## src/rtl/noc_input_unit.sv

```systemverilog
// noc_input_unit: DEPTH-entry flit FIFO with per-pop credit return and XY route computation on the head flit.
// Optional feature: define NOC_IN_OVF_CHECK_EN to enable the sticky overflow flag on err_o.
module noc_input_unit #(
  parameter int FLIT_W  = 16,
  parameter int COORD_W = 3,
  parameter int DEPTH   = 4,
  parameter int X_ID    = 0,
  parameter int Y_ID    = 0
) (
  input  logic                         clk,
  input  logic                         rst,
  input  logic [FLIT_W-1:0]            flit_i,
  input  logic                         valid_i,
  output logic                         incr_o,
  output logic [FLIT_W-1:0]            flit_o,
  output logic [4:0]                   req_o,
  input  logic                         grant_i,
  output logic [$clog2(DEPTH+1)-1:0]   count_o,
  output logic                         err_o
);

  localparam int AW = $clog2(DEPTH);
  localparam int CW = $clog2(DEPTH+1);
  localparam logic [CW-1:0]      FULL_CNT = CW'(DEPTH);
  localparam logic [COORD_W-1:0] X_C      = COORD_W'(X_ID);
  localparam logic [COORD_W-1:0] Y_C      = COORD_W'(Y_ID);

  logic [FLIT_W-1:0]  mem_q [DEPTH];
  logic [AW-1:0]      wrPtr_q, wrPtr_d;
  logic [AW-1:0]      rdPtr_q, rdPtr_d;
  logic [CW-1:0]      count_q, count_d;
  logic               incr_q;
  logic               empty, full, pop, wrEn;
  logic [FLIT_W-1:0]  head;
  logic [COORD_W-1:0] dstX, dstY;
  logic [4:0]         route;

  // A write into a full buffer is accepted only when a pop frees the slot in the same cycle.
  always_comb begin
    empty = (count_q == '0);
    full  = (count_q == FULL_CNT);
    pop   = grant_i && !empty;
    wrEn  = valid_i && (!full || pop);
  end

  always_comb begin
    wrPtr_d = wrEn ? wrPtr_q + AW'(1) : wrPtr_q;
    rdPtr_d = pop  ? rdPtr_q + AW'(1) : rdPtr_q;
    count_d = count_q;
    if (wrEn && !pop) begin
      count_d = count_q + CW'(1);
    end else if (pop && !wrEn) begin
      count_d = count_q - CW'(1);
    end
  end

  always_ff @(posedge clk or posedge rst) begin
    if (rst) begin
      wrPtr_q <= '0;
      rdPtr_q <= '0;
      count_q <= '0;
      incr_q  <= 1'b0;
    end else begin
      wrPtr_q <= wrPtr_d;
      rdPtr_q <= rdPtr_d;
      count_q <= count_d;
      incr_q  <= pop;
    end
  end

  // Storage is deliberately not reset; flit_o is only meaningful while req_o is non-zero.
  always_ff @(posedge clk) begin
    if (wrEn) begin
      mem_q[wrPtr_q] <= flit_i;
    end
  end

  always_comb begin
    head  = mem_q[rdPtr_q];
    dstX  = head[FLIT_W-1 -: COORD_W];
    dstY  = head[FLIT_W-COORD_W-1 -: COORD_W];
    route = '0;
    if (dstX > X_C) begin
      route[2] = 1'b1;
    end else if (dstX < X_C) begin
      route[3] = 1'b1;
    end else if (dstY > Y_C) begin
      route[0] = 1'b1;
    end else if (dstY < Y_C) begin
      route[1] = 1'b1;
    end else begin
      route[4] = 1'b1;
    end
  end

  assign flit_o  = head;
  assign req_o   = empty ? 5'b00000 : route;
  assign count_o = count_q;
  assign incr_o  = incr_q;

`ifdef NOC_IN_OVF_CHECK_EN
  logic err_q;

  always_ff @(posedge clk or posedge rst) begin
    if (rst) begin
      err_q <= 1'b0;
    end else if (valid_i && full && !pop) begin
      err_q <= 1'b1;
    end
  end

  assign err_o = err_q;
`else
  assign err_o = 1'b0;
`endif

endmodule
```

## config.mk

```make
export PLATFORM = sky130hd
export DESIGN_NAME = noc_input_unit
export DESIGN_NICKNAME = d
export VERILOG_FILES = /design/src/rtl/noc_input_unit.sv
export SDC_FILE = /design/constraint.sdc
export NUM_CORES = 1
export LEC_CHECK = 0
export ABC_AREA = 0
export BUFFER_PORTS_ARGS = -buffer_cell sky130_fd_sc_hd__buf_4
export CORE_MARGIN = 8
export CORE_UTILIZATION = 35
export CTS_BUF_LIST = sky130_fd_sc_hd__clkbuf_16
export DETAILED_ROUTE_END_ITERATION = 16
export GPL_TIMING_DRIVEN = 0
export HOLD_SLACK_MARGIN = 0.03
export PLACE_DENSITY = 0.6
export SYNTH_ARGS = -nofsm -noshare
export SYNTH_HDL_FRONTEND = slang
export SYNTH_SLANG_ARGS = --single-unit
```

## constraint.sdc

```tcl
create_clock -name clk -period 2.4 [get_ports clk]
set_clock_uncertainty 0.05 [all_clocks]
set_input_delay 0.6 -clock clk [delete_from_list [all_inputs] [get_ports clk]]
set_output_delay 0.6 -clock clk [all_outputs]
set_load 0.05 [all_outputs]
```

==> flow_metrics.py <==
metrics = {
    "status": {
        "status": "finished, violations left",
        "violations": "setup timing",
    },
    "layout": {
        "final_cell_mix": "edfxtp_1, buf_4, buf_6, mux4_2, clkbuf_16",
        "fin_util_pct": 48.30,
        "nets": 226,
        "finalInstanceArea_mm2": 0.003889,
        "layout-drive-gt1-share_pct": 50.24,
        "diodes": 0,
        "final_cell_count_no_fill": 310,
        "final_common_cell": "edfxtp_1",
        "area_growth_syn_to_layout_pct": 37.10,
    },
    "grt": {
        "grt_pass1_vias": 1590,
        "grt_antenna_before_repair": 0,
        "grtUsageTotal_pct": 10.20,
        "grt_max_degree": 17,
        "grt_overflow": 0,
        "grt_pass1_wl_mm": 8.611,
    },
    "logic_synthesis": {
        "synth_area_leaders": "edfxtp_1, mux4_2, dfrtp_1",
        "synth_top_cell_by_area": "edfxtp_1",
        "synth.avg_cell_area_um2": 21.65,
        "ys_seq_area_share_pct": 74.81,
        "ys_ff_latch": 72,
        "yosysWarnings": 0,
        "synthCells": 131,
        "syn_area_mm2": 0.002836,
        "ys_types": 24,
        "yosysTopAreaCellShare_pct": 67.75,
    },
    "placed_design": {
        "place_inst": 280,
        "port_buffers": 42,
        "place_area_mm2": 0.003296,
        "place_ws_ns": -0.3585,
        "hpwl_mm": 3.334,
        "gp_congestion": 0.6564,
    },
    "timing": {
        "max_slew_margin_pct": 37.46,
        "worst_pin_slew_ns": 0.9380,
        "finalSetupTns_ns": -3.174,
        "fmax_mhz": 351.4,
        "finalCritPeriodShare_pct": 118.6,
        "hold_ws_ns": 0.1758,
        "setup_viol": 16,
        "rsz0062_at_grt": "true",
        "layout_setup_ws_ns": -0.4454,
        "hold_violations": 0,
        "maxSlewViolCount": 0,
        "layout_min_cycle_time_ns": 2.845,
    },
    "floorplanning": {
        "start_util_pct": 35.23,
        "die_w_um": 106.0,
        "die_y_um": 106.0,
        "io_pins": 46,
        "dieArea_mm2": 0.01124,
        "std_cell_rows": 33,
        "core_mm2": 0.008051,
    },
    "power_and_ir_drop": {
        "seqPwrFrac_pct": 29.5,
        "total_power_mw": 6.124,
        "p_clk_share_pct": 24.4,
        "power_frac_comb_pct": 46.1,
        "sw_frac_of_total_pct": 36.17,
        "power_switching_mw": 2.215,
        "power_leakage_nw": 1.450,
        "power_density_mw_per_mm2": 1575,
        "vdd_drop_max_mv": 0.9340,
        "p_int_mw": 3.909,
    },
    "detailed_routing": {
        "avgRoutedWirePerCell_um": 17.04,
        "wl_mm": 5.283,
        "route.detailed.drc": 0,
        "drt_first_pass_iters": 4,
        "via_per_inst": 4.571,
        "vias": 1417,
        "ant_nets": 0,
        "drt_iter0_markers": 38,
    },
    "clocking": {
        "cts_tree": "yes",
        "htreeDepth": 3,
        "root_buffer": "clkbuf_16",
        "hold_buffers": 0,
        "cts_buffer_depth": 2,
        "clk_latency_ns": 0.32,
        "clock-sinks": 72,
        "path_clk_slew_ns": 0.05,
        "cts_buffers": 9,
    },
    "critical_path": {
        "critPathMaxFanout": 4,
        "crit_path_end_kind": "output pin",
        "worstPathCellList": "buf_6 -> mux4_2 -> or4_4 -> nor4_4 -> buf_6",
        "critPathLaunchType": "register",
        "critical_path_arrival_ns": 2.20,
        "cpMaxStageDelayCell": "or4_4",
        "cp_num_buf_inv": 2,
        "worst-setup-path-type": "register to output pin",
        "max_stage_delay_ns": 0.56,
        "startpoint": "rdPtr_q[0]",
        "critPathTopFamily": "simple AND/OR/NAND/NOR gates",
        "r2r_start": "count_o[0]",
        "crit_top_cell": "buf_6",
        "cp.required_ns": 1.75,
    },
    "min_path": {
        "hold_path.class": "primary input to asynchronous set/reset pin",
    },
    "run": {
        "drv_cap": 0,
    },
}
==> what timing repair did <==
item,CTS,global route
pin swaps,2,1
setup buffers,12,3
endpoints found under the setup margin,15,18
gates resized for setup,38,8
==> area by class of cell <==
cell class                 instances  area, um2
buffer                             6      61.31
tap                              105      131.4
inverter                           6      22.52
sequential                        72       2123
clock buffer                       9      225.2
fill                             706       4163
timing repair buffer              57      553.0
clock inverter                     7      116.4
multi-input combinational         48      655.6
==> sequential cells by signal, indices dropped and copies added, names as in the netlist <==
name / cells
mem_q: 64
count_o: 3
rdPtr_q: 2
wrPtr_q: 2
incr_o: 1
==> layer usage <==
| metal | up-vias | track usage (%) | share of wire, % |
|---|---|---|---|
| li1 | 655 | - | - |
| met1 | 713 | 12.52 | 43 |
| met2 | 40 | 15.37 | 48 |
| met3 | 9 | 3.811 | 6.5 |
| met4 | 0 | 5.427 | 1.7 |
| met5 | - | 0 | 0 |
==> logic make-up after synthesis <==
family	share of synthesized area (%)
and+or+nand+nor	3.308
adders and majority gates	2.911
AOI/OAI and AO/OA	0.3970
xor gates and xnor gates	1.853
DFF	74.81
other	0.1322
buffers and inverters	2.426
muxes	14.16
==> path summary, 6_finish.rpt <==
check / to / slack (ns) / depth (start not counted)
max: req_o[4] / -0.45 / 5
min: rdPtr_q[1] / 0.18 / 2
max reg2reg: count_o[1] / 0.23 / 5
min reg2reg: wrPtr_q[1] / 0.53 / 1
max in group asynchronous: rdPtr_q[1] / 1.88 / 2
min in group clk: mem_q[2][2] / 0.42 / 1
==> synth_stat cells <==
library cell  number
edfxtp_1          64
mux4_2            11
dfrtp_1            8
inv_1              6
ha_1               5
mux4_1             5
and2_1             4
xnor2_1            4
buf_4              3
nor2_1             3
nor3_1             3
mux2_2             2
xor2_1             2
buf_1              1
buf_2              1
buf_6              1
clkbuf_1           1
conb_1             1
fa_1               1
nand2_1            1
nand2b_1           1
nor4_4             1
o41a_1             1
or4_4              1
==> power by group through the flow <==
stage	clock network, mW	logic, mW	registers, mW
3_5_place_dp	0	2.31	1.80
2_1_floorplan	0	1.57	1.87
3_3_place_gp	0	2.28	1.79
5_1_grt	1.58	3.00	1.84
6_report	1.49	2.83	1.80
4_1_cts	1.52	2.74	1.81
(Power assumes the default switching activity.)
